## config.mk

```make
export PLATFORM = sky130hd
export DESIGN_NAME = rx_fifo_ctrl
export DESIGN_NICKNAME = d
export VERILOG_FILES = /design/src/rtl/rx_fifo_ctrl.sv
export SDC_FILE = /design/constraint.sdc
export NUM_CORES = 1
export LEC_CHECK = 0
export ABC_AREA = 1
export CAP_MARGIN = 10
export CORE_MARGIN = 3
export CORE_UTILIZATION = 65
export DETAILED_ROUTE_END_ITERATION = 6
export PLACE_DENSITY = 0.85
export SYNTH_ARGS = -nofsm -noshare
export SYNTH_HDL_FRONTEND = slang
export SYNTH_SLANG_ARGS = --single-unit
```

## constraint.sdc

```tcl
create_clock -name clk_i -period 4.55 [get_ports clk_i]
set_input_delay 0.6825 -clock clk_i [delete_from_list [all_inputs] [get_ports clk_i]]
set_output_delay 0.6825 -clock clk_i [all_outputs]
set_load 0.005 [all_outputs]
```

## src/rtl/rx_fifo_ctrl.sv

```systemverilog
// Receive-side controller: acknowledges each receiver byte once, buffers it in a
// first-word-fall-through FIFO, and reports overrun and character timeout.
module rx_fifo_ctrl #(
  parameter int unsigned DEPTH      = 16,
  parameter int unsigned TOUT_TICKS = 160
) (
  input  logic                         clk_i,
  input  logic                         reset_i,
  input  logic                         enable_i,
  input  logic                         rxav_i,
  input  logic [7:0]                   rxdata_i,
  output logic                         rxread_o,
  input  logic                         pop_i,
  output logic [7:0]                   data_o,
  output logic                         empty_o,
  output logic                         full_o,
  output logic [$clog2(DEPTH):0]       count_o,
  output logic                         overrun_o,
  input  logic                         clr_ovr_i,
  output logic                         timeout_o
);

  localparam int unsigned AW = $clog2(DEPTH);
  localparam int unsigned CW = AW + 1;
  localparam logic [CW-1:0] FULL_CNT = CW'(DEPTH);
  localparam logic [15:0]   TOUT_MAX = 16'(TOUT_TICKS);

  typedef enum logic [1:0] {
    S_IDLE = 2'd0,
    S_ACK  = 2'd1,
    S_WAIT = 2'd2
  } state_t;

  state_t        state;
  logic [7:0]    mem [DEPTH];
  logic [AW-1:0] wr_ptr;
  logic [AW-1:0] rd_ptr;
  logic [15:0]   tcnt;

  logic          capture;
  logic          push_ok;
  logic          pop_ok;
  logic [CW-1:0] count_n;
  logic [15:0]   tcnt_n;

  // Accept/reject decisions and next occupancy / timeout count
  always_comb begin
    capture = (state == S_IDLE) && rxav_i;
    pop_ok  = pop_i && !empty_o;
    push_ok = capture && (!full_o || pop_i);
    count_n = count_o;
    tcnt_n  = tcnt;
    if (push_ok && !pop_ok)
      count_n = count_o + CW'(1);
    else if (pop_ok && !push_ok)
      count_n = count_o - CW'(1);
    if (empty_o || push_ok || pop_ok)
      tcnt_n = 16'd0;
    else if (enable_i && (tcnt != TOUT_MAX))
      tcnt_n = tcnt + 16'd1;
  end

  // Handshake FSM: one push per receiver byte, WAIT holds until rxav drops
  always_ff @(posedge clk_i) begin
    if (reset_i) begin
      state    <= S_IDLE;
      rxread_o <= 1'b0;
    end else begin
      case (state)
        S_IDLE: begin
          if (rxav_i) begin
            state    <= S_ACK;
            rxread_o <= 1'b1;
          end
        end
        S_ACK: begin
          state    <= S_WAIT;
          rxread_o <= 1'b0;
        end
        S_WAIT: begin
          if (!rxav_i)
            state <= S_IDLE;
        end
        default: begin
          state    <= S_IDLE;
          rxread_o <= 1'b0;
        end
      endcase
    end
  end

  always_ff @(posedge clk_i) begin
    if (reset_i) begin
      wr_ptr    <= '0;
      rd_ptr    <= '0;
      count_o   <= '0;
      empty_o   <= 1'b1;
      full_o    <= 1'b0;
      overrun_o <= 1'b0;
      tcnt      <= 16'd0;
      timeout_o <= 1'b0;
    end else begin
      if (push_ok)
        wr_ptr <= wr_ptr + AW'(1);
      if (pop_ok)
        rd_ptr <= rd_ptr + AW'(1);
      count_o <= count_n;
      empty_o <= (count_n == '0);
      full_o  <= (count_n == FULL_CNT);
      // a drop in the same cycle as a clear keeps the flag set
      if (capture && !push_ok)
        overrun_o <= 1'b1;
      else if (clr_ovr_i)
        overrun_o <= 1'b0;
      tcnt      <= tcnt_n;
      timeout_o <= (tcnt_n == TOUT_MAX);
    end
  end

  // Storage is intentionally not reset
  always_ff @(posedge clk_i) begin
    if (push_ok && !reset_i)
      mem[wr_ptr] <= rxdata_i;
  end

  assign data_o = mem[rd_ptr];

endmodule

```

==> reports/qor.csv <==
stage,metric,value,unit
global_routing,grt_use_total,27.4,%
global_routing,grt_overflow,0,
final_layout,multi_input_area,0.00234,mm2
power,p_per_area,457,mW/mm2
timing,clock.fmax,283,MHz
detailed_routing,ant_nets,0,
timing,post-route-period-util,77.5,%
synth,synth_compound_area_share,9.89,%
setup_path,cp_slowest_cell,dfxtp_4,
detailed_routing,wirelength,16.9,mm
synth,synth-adder-area-share,1.51,%
setup_path,path_class,register to output pin,
placement,post-dp-hpwl,11.0,mm
placement,gp_congestion,0.894,
setup_path,max_stage_delay,1.04,ns
synth,synth.largest_area_cell,edfxtp_1,
setup_path,end_kind,output pin,
clocking,cts_tree,built,
power,power,3.85,mW
setup_path,cp_cell_sequence,a21oi_1 > o21ai_0 > o21ai_0 > o211ai_1 > nand2_1 > clkdlybuf4s50_1,
detailed_routing,drc_errors,0,
setup_path,crit_path_frequent_cell,o21ai_0,
synth,syn-cell-area,0.00746,mm2
synth,synthFlopType,edfxtp_1,
timing,fin_skew,0.00852,ns
synth,syn-mean-instance-area,10.5,um2
clocking,cts_num_sinks,168,
detailed_routing,drt_iter0_drc,498,
global_routing,antenna_found_initial,0,
clocking,clkTransAtPathRegs,0.06,ns
floorplanning,die_w,113,um
final_layout,diodes,0,
timing,max_slew_margin,29.6,%
floorplanning,die_h,113,um
timing,worst_slew_pin_slew,1.06,ns
global_routing,grt_pass1_wl,26.7,mm
synth,async_reset_ff_share,0,%
timing,setup_tns,0,ns
setup_path,critPathRequiredTime,3.87,ns
detailed_routing,viasPerCell,6.03,
timing,finalMaxSlewViolations,0,
final_layout,drive_gt1_share,7.13,%
synth,synth_xor_area_share,1.41,%
synth,muxShareOfSynthArea,4.29,%
timing,hold_violations,0,
setup_path,critPathTopFamily,flip-flops,
clocking,ctsHtreeMaxLevel,4,
timing,rsz0062_at_grt,no,
synth,yosysSeqAreaShare,62.3,%
power,cellLeakagePower,3.05,nW
final_layout,final_util,76.4,%
status,status,"complete, no violations",
synth,synth_seq_cells,168,
floorplanning,rows,38,
detailed_routing,dr.pass1.iters,5,
synth,synth_edf_count,128,
clocking,cts-hold-fix-buffers,0,
job,drv_cap,0,
clocking,cts_setup_buffers,0,
clocking,cts_buffer_depth,2,
synth,yosys-top-cells-area,"edfxtp_1 52%, dfxtp_1 11%, nand2_1 5.6%",
synth,ys_types,32,
synth,synth_commonest_cells,"128 x edfxtp_1, 112 x nand2_1, 74 x inv_1",
detailed_routing,wl_per_cell,19.1,um
power,ir_drop,376,uV
timing,setup_viol,0,
floorplanning,die_area,0.0128,mm2
setup_path,worstPathArrival,2.85,ns
timing,min_period,3.53,ns
synth,ys_warn_count,0,
floorplanning,design.portCount,32,
synth,synth.most_common_cell,edfxtp_1,
floorplanning,initial_core_util,67.6,%
timing,fin_hold_ws,0.463,ns
synth,netlist.area_leader.share,51.5,%
global_routing,grt_pass1_vias,5207,
floorplanning,core,0.0110,mm2
synth,synth_nets,732,
clocking,cts.repair.resized,0,
clocking,numCtsBuffers,17,
synth,synthSimpleGateAreaFrac,14.3,%
setup_path,cp-start-kind,register,
setup_path,critical_path_buf_inv_count,1,
placement,place_inst,851,
setup_path,crit_fanout,96,
final_layout,nets,753,
final_layout,seq_area,0.00465,mm2
min_path,hp-class,register to register,
placement,portBuffers,31,
clocking,clock-root-buffer,clkbuf_16,
synth,syn_inst,709,
synth,synth_top_family_by_area,simple AND/OR/NAND/NOR gates,
final_layout,syn_to_final_growth,12.9,%
final_layout,instances_no_fill,883,
clocking,clock_latency,0.43,ns
detailed_routing,vias,5325,
final_layout,fill_cells,707,
global_routing,grt_max_degree,97,
worst paths after layout:
check	startpoint	endpoint	slack (ns)	depth (start not counted)
hold reg to reg	state[1]	state[1]	0.46	1
hold / removal	state[1]	state[1]	0.46	1
setup reg to reg	state[1]	mem[0][6]	2.32	7
setup / recovery	register	data_o[5]	1.02	6
cell families after synthesis:
group / count (synthesis)
adders and majority gates: 9
buffers and inverters: 114
and+or+nand+nor: 245
AOI/OAI and AO/OA: 129
xor gates and xnor gates: 12
muxes: 32
DFF: 168
sequential cells by signal (all words and copies together) (netlist names), named ones only:
name       flops
empty_o        1
tcnt          16
state          2
overrun_o      1
timeout_o      1
count_o        5
mem          128
wr_ptr         4
full_o         1
rxread_o       1
rd_ptr         4
worst reg2reg max path, stage by stage, from the launching register on:
cell and delay (ns):
dfxtp_1 0.32, nor2_2 0.13, nand2_2 0.10, nor2_4 0.15, inv_2 0.08, nor2_1 0.22, nand2_1 0.20, nor2_1 0.65
where the power goes:
| part | switching [mW] | internal (mW) | leakage (nW) |
|---|---|---|---|
| sequential | 0.0880 | 1.69 | 1.48 |
| combinational | 0.337 | 0.256 | 1.26 |
| clock | 0.607 | 0.874 | 0.307 |
| total | 1.03 | 2.82 | 3.05 |
layout make-up:
cell class / instances / area share [%]
sequential: 168 / 55.2
multi-input combinational: 427 / 27.8
clock buffer: 22 / 6.15
timing repair buffer: 33 / 3.86
inverter: 83 / 3.70
tap: 140 / 2.08
clock inverter: 10 / 1.20
per-layer routing:
metal | up-vias | part of all wire [%] | GRT usage [%]
met5 | - | 0 | 0
met1 | 2501 | 40 | 35.0
li1 | 2480 | - | -
met2 | 300 | 49 | 45.2
met3 | 44 | 8.8 | 6.90
met4 | 0 | 2.4 | 11.1
through the flow:
stage / setup slack (ns) / area (um2)
2_1_floorplan: 2.47 / 7460
3_3_place_gp: 1.60 / 7800
3_5_place_dp: 1.49 / 7800
4_1_cts: 1.05 / 8420
5_1_grt: 0.837 / 8420
6_report: 1.02 / 8420
placed cells by master, fill, tap and decap left out, types with 3 or more instances in the layout:
| cell | instances |
|---|---|
| clkinv_4 | 3 |
| mux2i_1 | 32 |
| nand2_1 | 112 |
| nor2_2 | 5 |
| clkinv_1 | 3 |
| inv_6 | 4 |
| nand4_1 | 8 |
| xor2_1 | 8 |
| o211ai_1 | 33 |
| o21ai_0 | 51 |
| a21oi_1 | 41 |
| dfxtp_1 | 39 |
| nand3b_1 | 3 |
| clkdlybuf4s50_1 | 31 |
| inv_1 | 74 |
| clkbuf_16 | 20 |
| nor2_1 | 65 |
| inv_2 | 6 |
| nor3_1 | 4 |
| edfxtp_1 | 128 |
| nand3_1 | 41 |
| ha_1 | 9 |
| xnor2_1 | 4 |
Note: power is estimated with default switching activity, not from simulation.
